**config.mk**
```make
export PLATFORM = sky130hd
export DESIGN_NAME = pipe_ctrl
export DESIGN_NICKNAME = d
export VERILOG_FILES = /design/src/rtl/pipe_ctrl_pkg.sv /design/src/rtl/pipe_ctrl_mc_tracker.sv /design/src/rtl/pipe_ctrl.sv
export SDC_FILE = /design/constraint.sdc
export NUM_CORES = 1
export LEC_CHECK = 0
export ABC_AREA = 1
export CAP_MARGIN = 10
export CORE_UTILIZATION = 25
export DETAILED_ROUTE_END_ITERATION = 12
export GPL_TIMING_DRIVEN = 0
export HOLD_SLACK_MARGIN = 0.12
export PLACE_DENSITY = 0.76
export SLEW_MARGIN = 15
export SYNTH_ARGS = -nofsm -noshare
export SYNTH_HDL_FRONTEND = slang
export SYNTH_SLANG_ARGS = --single-unit
```
**constraint.sdc**
```tcl
create_clock -name clk -period 1.1 [get_ports clk]
set_clock_uncertainty 0.05 [all_clocks]
set_input_delay 0.165 -clock clk [delete_from_list [all_inputs] [get_ports clk]]
set_output_delay 0.165 -clock clk [all_outputs]
set_load 0.1 [all_outputs]
```
**src/rtl/pipe_ctrl_pkg.sv**
```systemverilog
// Shared types for the pipeline sequencer: per-stage stall vector, multicycle FSM
// state and the canonical stall patterns for each requesting stage.
package pipe_ctrl_pkg;

    // Bit order {wb, mem, ex, id, if, pc}; a 1 holds that register.
    typedef logic [5:0] stall_t;

    typedef enum logic {
        MC_IDLE = 1'b0,
        MC_BUSY = 1'b1
    } mc_state_t;

    localparam stall_t STALL_NONE = 6'b000000;
    localparam stall_t STALL_IF   = 6'b000011;
    localparam stall_t STALL_ID   = 6'b000111;
    localparam stall_t STALL_EX   = 6'b001111;
    localparam stall_t STALL_MEM  = 6'b011111;

endpackage

```
**src/rtl/pipe_ctrl_mc_tracker.sv**
```systemverilog
// Multicycle-EX handshake FSM (start/done/abort) plus a saturating hang watchdog
// whose sticky timeout flag survives until reset.
module pipe_ctrl_mc_tracker
    import pipe_ctrl_pkg::*;
#(
    parameter int MC_MAX_CYCLES = 64
) (
    input  logic clk,
    input  logic rst,
    input  logic start_i,
    input  logic done_i,
    input  logic exc_i,
    input  logic mem_stall_i,
    output logic go_o,
    output logic abort_o,
    output logic busy_o,
    output logic ex_stall_o,
    output logic timeout_o
);

    localparam int WD_W = $clog2(MC_MAX_CYCLES);
    localparam logic [WD_W-1:0] WD_LAST = WD_W'(MC_MAX_CYCLES - 1);

    mc_state_t       state_q, state_d;
    logic [WD_W-1:0] wd_q, wd_d;
    logic            to_q, to_d;
    logic            hit;

    always_ff @(posedge clk or posedge rst) begin
        if (rst) begin
            state_q <= MC_IDLE;
            wd_q    <= '0;
            to_q    <= 1'b0;
        end else begin
            state_q <= state_d;
            wd_q    <= wd_d;
            to_q    <= to_d;
        end
    end

    always_comb begin
        state_d    = state_q;
        wd_d       = wd_q;
        to_d       = to_q;
        go_o       = 1'b0;
        abort_o    = 1'b0;
        ex_stall_o = 1'b0;
        hit        = 1'b0;
        case (state_q)
            MC_IDLE: begin
                // A done seen while idle is stale and deliberately ignored.
                ex_stall_o = start_i;
                wd_d       = '0;
                if (start_i && !exc_i && !mem_stall_i) begin
                    state_d = MC_BUSY;
                    go_o    = 1'b1;
                end
            end
            MC_BUSY: begin
                ex_stall_o = !done_i;
                hit        = (wd_q == WD_LAST);
                if (hit) begin
                    to_d = 1'b1;
                end
                if (exc_i) begin
                    state_d = MC_IDLE;
                    abort_o = 1'b1;
                    wd_d    = '0;
                end else if (done_i) begin
                    state_d = MC_IDLE;
                    wd_d    = '0;
                end else if (!hit) begin
                    wd_d = wd_q + 1'b1;
                end
            end
            default: state_d = MC_IDLE;
        endcase
    end

    assign busy_o    = (state_q == MC_BUSY);
    assign timeout_o = to_q | hit;

endmodule

```
**src/rtl/pipe_ctrl.sv**
```systemverilog
// Pipeline sequencer: stall priority, exception flush/redirect and optional
// performance counters (enabled by defining PIPE_PERF_CNT_EN).
module pipe_ctrl
    import pipe_ctrl_pkg::*;
#(
    parameter int MC_MAX_CYCLES = 64,
    parameter int CNT_W         = 32
) (
    input  logic             clk,
    input  logic             rst,
    input  logic             if_stallreq_i,
    input  logic             id_stallreq_i,
    input  logic             ex_mc_start_i,
    input  logic             ex_mc_done_i,
    input  logic             mem_stallreq_i,
    input  logic             exc_i,
    input  logic [31:0]      exc_pc_i,
    output logic [5:0]       stall_o,
    output logic             flush_o,
    output logic [31:0]      new_pc_o,
    output logic             mc_go_o,
    output logic             mc_abort_o,
    output logic             mc_busy_o,
    output logic             mc_timeout_o,
    output logic [CNT_W-1:0] stall_cnt_o,
    output logic [CNT_W-1:0] mc_cnt_o
);

    logic mc_go, mc_abort, mc_ex_stall;

    pipe_ctrl_mc_tracker #(
        .MC_MAX_CYCLES(MC_MAX_CYCLES)
    ) u_mc_tracker (
        .clk        (clk),
        .rst        (rst),
        .start_i    (ex_mc_start_i),
        .done_i     (ex_mc_done_i),
        .exc_i      (exc_i),
        .mem_stall_i(mem_stallreq_i),
        .go_o       (mc_go),
        .abort_o    (mc_abort),
        .busy_o     (mc_busy_o),
        .ex_stall_o (mc_ex_stall),
        .timeout_o  (mc_timeout_o)
    );

    // Request paths are combinational, so reset masks them to keep outputs quiet.
    always_comb begin
        stall_o  = STALL_NONE;
        flush_o  = 1'b0;
        new_pc_o = '0;
        if (rst) begin
            stall_o = STALL_NONE;
        end else if (exc_i) begin
            flush_o  = 1'b1;
            new_pc_o = exc_pc_i;
        end else if (mem_stallreq_i) begin
            stall_o = STALL_MEM;
        end else if (mc_ex_stall) begin
            stall_o = STALL_EX;
        end else if (id_stallreq_i) begin
            stall_o = STALL_ID;
        end else if (if_stallreq_i) begin
            stall_o = STALL_IF;
        end
    end

    assign mc_go_o    = mc_go & !rst;
    assign mc_abort_o = mc_abort & !rst;

`ifdef PIPE_PERF_CNT_EN
    logic [CNT_W-1:0] stall_cnt_q, stall_cnt_d;
    logic [CNT_W-1:0] mc_cnt_q, mc_cnt_d;

    always_comb begin
        stall_cnt_d = stall_cnt_q + ((stall_o != STALL_NONE) ? CNT_W'(1) : CNT_W'(0));
        mc_cnt_d    = mc_cnt_q + (mc_busy_o ? CNT_W'(1) : CNT_W'(0));
    end

    always_ff @(posedge clk or posedge rst) begin
        if (rst) begin
            stall_cnt_q <= '0;
            mc_cnt_q    <= '0;
        end else begin
            stall_cnt_q <= stall_cnt_d;
            mc_cnt_q    <= mc_cnt_d;
        end
    end

    assign stall_cnt_o = stall_cnt_q;
    assign mc_cnt_o    = mc_cnt_q;
`else
    assign stall_cnt_o = '0;
    assign mc_cnt_o    = '0;
`endif

endmodule

```
==> qor.txt <==
Power, Total: 3.21 mW
clock root buffer: clkbuf_8
Clock power frac: 11.9%
Worst-path clk slew: 40 ps
CTS buffer count: 3
cell area after layout: 3810 µm²
H-tree Lvls: 1
final setup fails: 39
Clock Tree Buf Depth: 2
violated checks: setup timing
area of the multi-input gates: 1370 µm²
post-synthesis sequential area ratio: 15.3%
area leader, netlist: buf_4
layout cell share with drive strength beyond 1: 61.8%
library cells used by synthesis: 19
initial DRC count: 28
sequential share of power: 9.5%
final net count: 419
Logic pwr share: 78.6%
Setup WS pre-CTS: -1560 ps
vias in the first global route: 1521
total track usage: 16.8%
leakage: 1.91 nW
total gr overflow: 0
Final ANT Viol Nets: 0
Internal Power: 1.23 mW
Ys Warns: 0
Critical Path Max Stage Delay: 500 ps
largest net degree at the start of global routing: 12
NetSw: 1.98 mW
Clock Sinks: 8
Die ar.: 5530 µm²
met1 usage: 17.2%
setup TNS: -5110 ps
vias: 1707
Period minus WS final: 1710 ps
Req. time, crit path: 880 ps
post-synthesis xor/xnor area fraction: 0%
gpl congestion: 0.730
Top delay family on crit path: flip-flops
Placed Instance Area: 3070 µm²
final hold violation count: 0
final slew viol count: 0
grt peak-use layer: met2
type of origin of the critical path: register
leading post-synthesis cells by cell area: buf_4 (38%), dfrtp_1 (15%), nand2_1 (15%)
crit path cell chain: inv_4, nand2_4, nand3_4, nor2_4, o21ai_4, buf_12, buf_16
outcome: finished, violations left
TritonCTS clock tree: built
mux cell area share after synthesis: 0%
initial antenna violation count: 0
Synth Register Bits: 8
maximum vdd ir drop: 0.860 mV
MaxCap Viol Count: 0
chip width: 74.4 µm
drt first pass iters: 4
Slowest cell on crit path: dfrtp_4
Avg Cell Area, Syn: 6.17 µm²
Synth Area in Adders: 0.956%
fin crit share: 156%
PD cells: 843 nW/µm²
critical path endpoint category: output pin
row cnt: 25
Ports: 147
Synth Cell Area: 1310 µm²
Setup WS post-layout: -611 ps
WP buf/inv: 3
FILL cells: 297
DP HPWL: 3.59 mm
clk_lat worst skew: 230 ps
Hold WC Path Type: in -> reg
Peak Freq: 0.585 GHz
complex-gate fraction of the synthesized area: 2.87%
simple logic cell fraction of the synthesized area: 34.9%
critical path type: reg -> out
final wirelength: 5.64 mm
top-area cell type share of the netlist area: 37.9%
main combinational cell family by area after synthesis: buffers and inverters
Area Growth Syn to Fin: 191%
synthesized instance count: 212
sequential cell area: 204 µm²
first-pass GRT wire length: 7.16 mm
RSZ-0062 raised after global routing: true
met3 Usage GRT: 3.12%
Wirelength per Cell: 12.7 µm
met2 Usage GRT: 34.9%
CP Max Fanout: 3
arrival time worst endpoint: 1500 ps
start of the worst register-to-register path: u_mc_tracker.wd_q[0]$_DFFE_PP0P_
Switching Share: 61.6%
# DRC: 0
critical hold path startpoint: exc_i
Via density: 3.84
Initial Utilization: 26.8%
core area: 4880 µm²
Buffers on Ports: 79
Die Y: 74.4 µm
worst setup path start: u_mc_tracker.busy_o$_DFF_PP0_
==> per-stage QoR <==
stage	util [%]	std cells	hold slack [ps]
after global placement	62.9	422	337
after floorplan	-	276	207
after detailed placement	62.9	422	341
after CTS	73.5	434	158
final	78.1	445	242
after global routing	78.0	444	238
==> worst register-to-register path: cells and delay by family, from the launching register on <==
family                   cells  cell delay [ps]
AND/OR/NAND/NOR              5              470
flip-flops                   1              400
adder cells (fa/ha/maj)      1              170
buffers and inverters        1              120
==> cells by family after synthesis <==
family                     count (synthesis)
AOI/OAI and AO/OA                          6
adders and majority gates                  1
buffers and inverters                     89
DFF                                        8
other                                      1
and+or+nand+nor                          107
==> path summary, 6_finish.rpt <==
kind                       cells after the start  slack, ps                          endpoint
setup / recovery                               7       -610                        stall_o[1]
hold / removal                                 3        240     u_mc_tracker.busy_o$_DFF_PP0_
setup reg to reg                               7       -220  u_mc_tracker.wd_q[0]$_DFFE_PP0P_
hold reg to reg                                1        430     u_mc_tracker.to_q$_DFFE_PP0P_
max in group asynchronous                      4        170     u_mc_tracker.busy_o$_DFF_PP0_
min in group asynchronous                      4        650  u_mc_tracker.wd_q[3]$_DFFE_PP0P_
==> synth_stat cells <==
| master | count |
|---|---|
| buf_4 | 66 |
| nand2_1 | 51 |
| nor2_1 | 39 |
| inv_1 | 15 |
| dfrtp_1 | 8 |
| buf_2 | 7 |
| nand3_1 | 6 |
| nor2_4 | 3 |
| o21ai_0 | 3 |
| nand3_2 | 2 |
| nand4_1 | 2 |
| nor3_1 | 2 |
| o21bai_1 | 2 |
| buf_6 | 1 |
| conb_1 | 1 |
| ha_1 | 1 |
| nor2_2 | 1 |
| o31ai_1 | 1 |
| or2_2 | 1 |
==> layout make-up <==
type	count	area share [%]
timing repair buffer	97	36.2
tap	67	2.20
sequential	8	5.35
antenna	1	0.0657
buffer	74	17.3
multi-input combinational	179	35.9
clock buffer	4	1.18
inverter	15	1.81
==> layer usage <==
metal	wire [µm]	vias to the layer above
met1	1860	771
met4	105	0
li1	-	842
met2	3310	86
met3	361	8
met5	0	-
==> cells in the final DEF (no fill, tap or decap), drive strengths merged, types with 2 or more instances in the layout <==
cell             n
buf            131
clkbuf           6
clkdlybuf4s50    4
clkinvlp         2
conb            65
dfrtp            8
dlygate4sd2     32
inv             13
nand2           51
nand3            8
nand4            2
nor2            43
nor3             2
o21ai            3
o21bai           2
==> power by group through the flow <==
stage / Clock, mW / Combinational (mW) / Sequential [mW]
final: 0.381 / 2.52 / 0.305
after detailed placement: 0 / 2.29 / 0.310
after global placement: 0 / 2.27 / 0.310
after global routing: 0.419 / 2.59 / 0.305
after floorplan: 0 / 1.95 / 0.324
after CTS: 0.379 / 2.44 / 0.304
==> flip-flops by register name (all words and copies together) (netlist names) <==
signal	flops
u_mc_tracker.busy_o	1
u_mc_tracker.to_q	1
u_mc_tracker.wd_q	6
==> timing repair <==
| action | 4_1_cts | 5_1_grt |
|---|---|---|
| endpoints found under the hold margin | 8 | 0 |
| hold buffers | 1 | 0 |
| cloned | 1 | 2 |
| gates resized for setup | 416 | 24 |
| pin swaps | 11 | 35 |
| setup endpoints to repair | 49 | 30 |
| buffers inserted | 6 | 9 |
(Power assumes the default switching activity.)
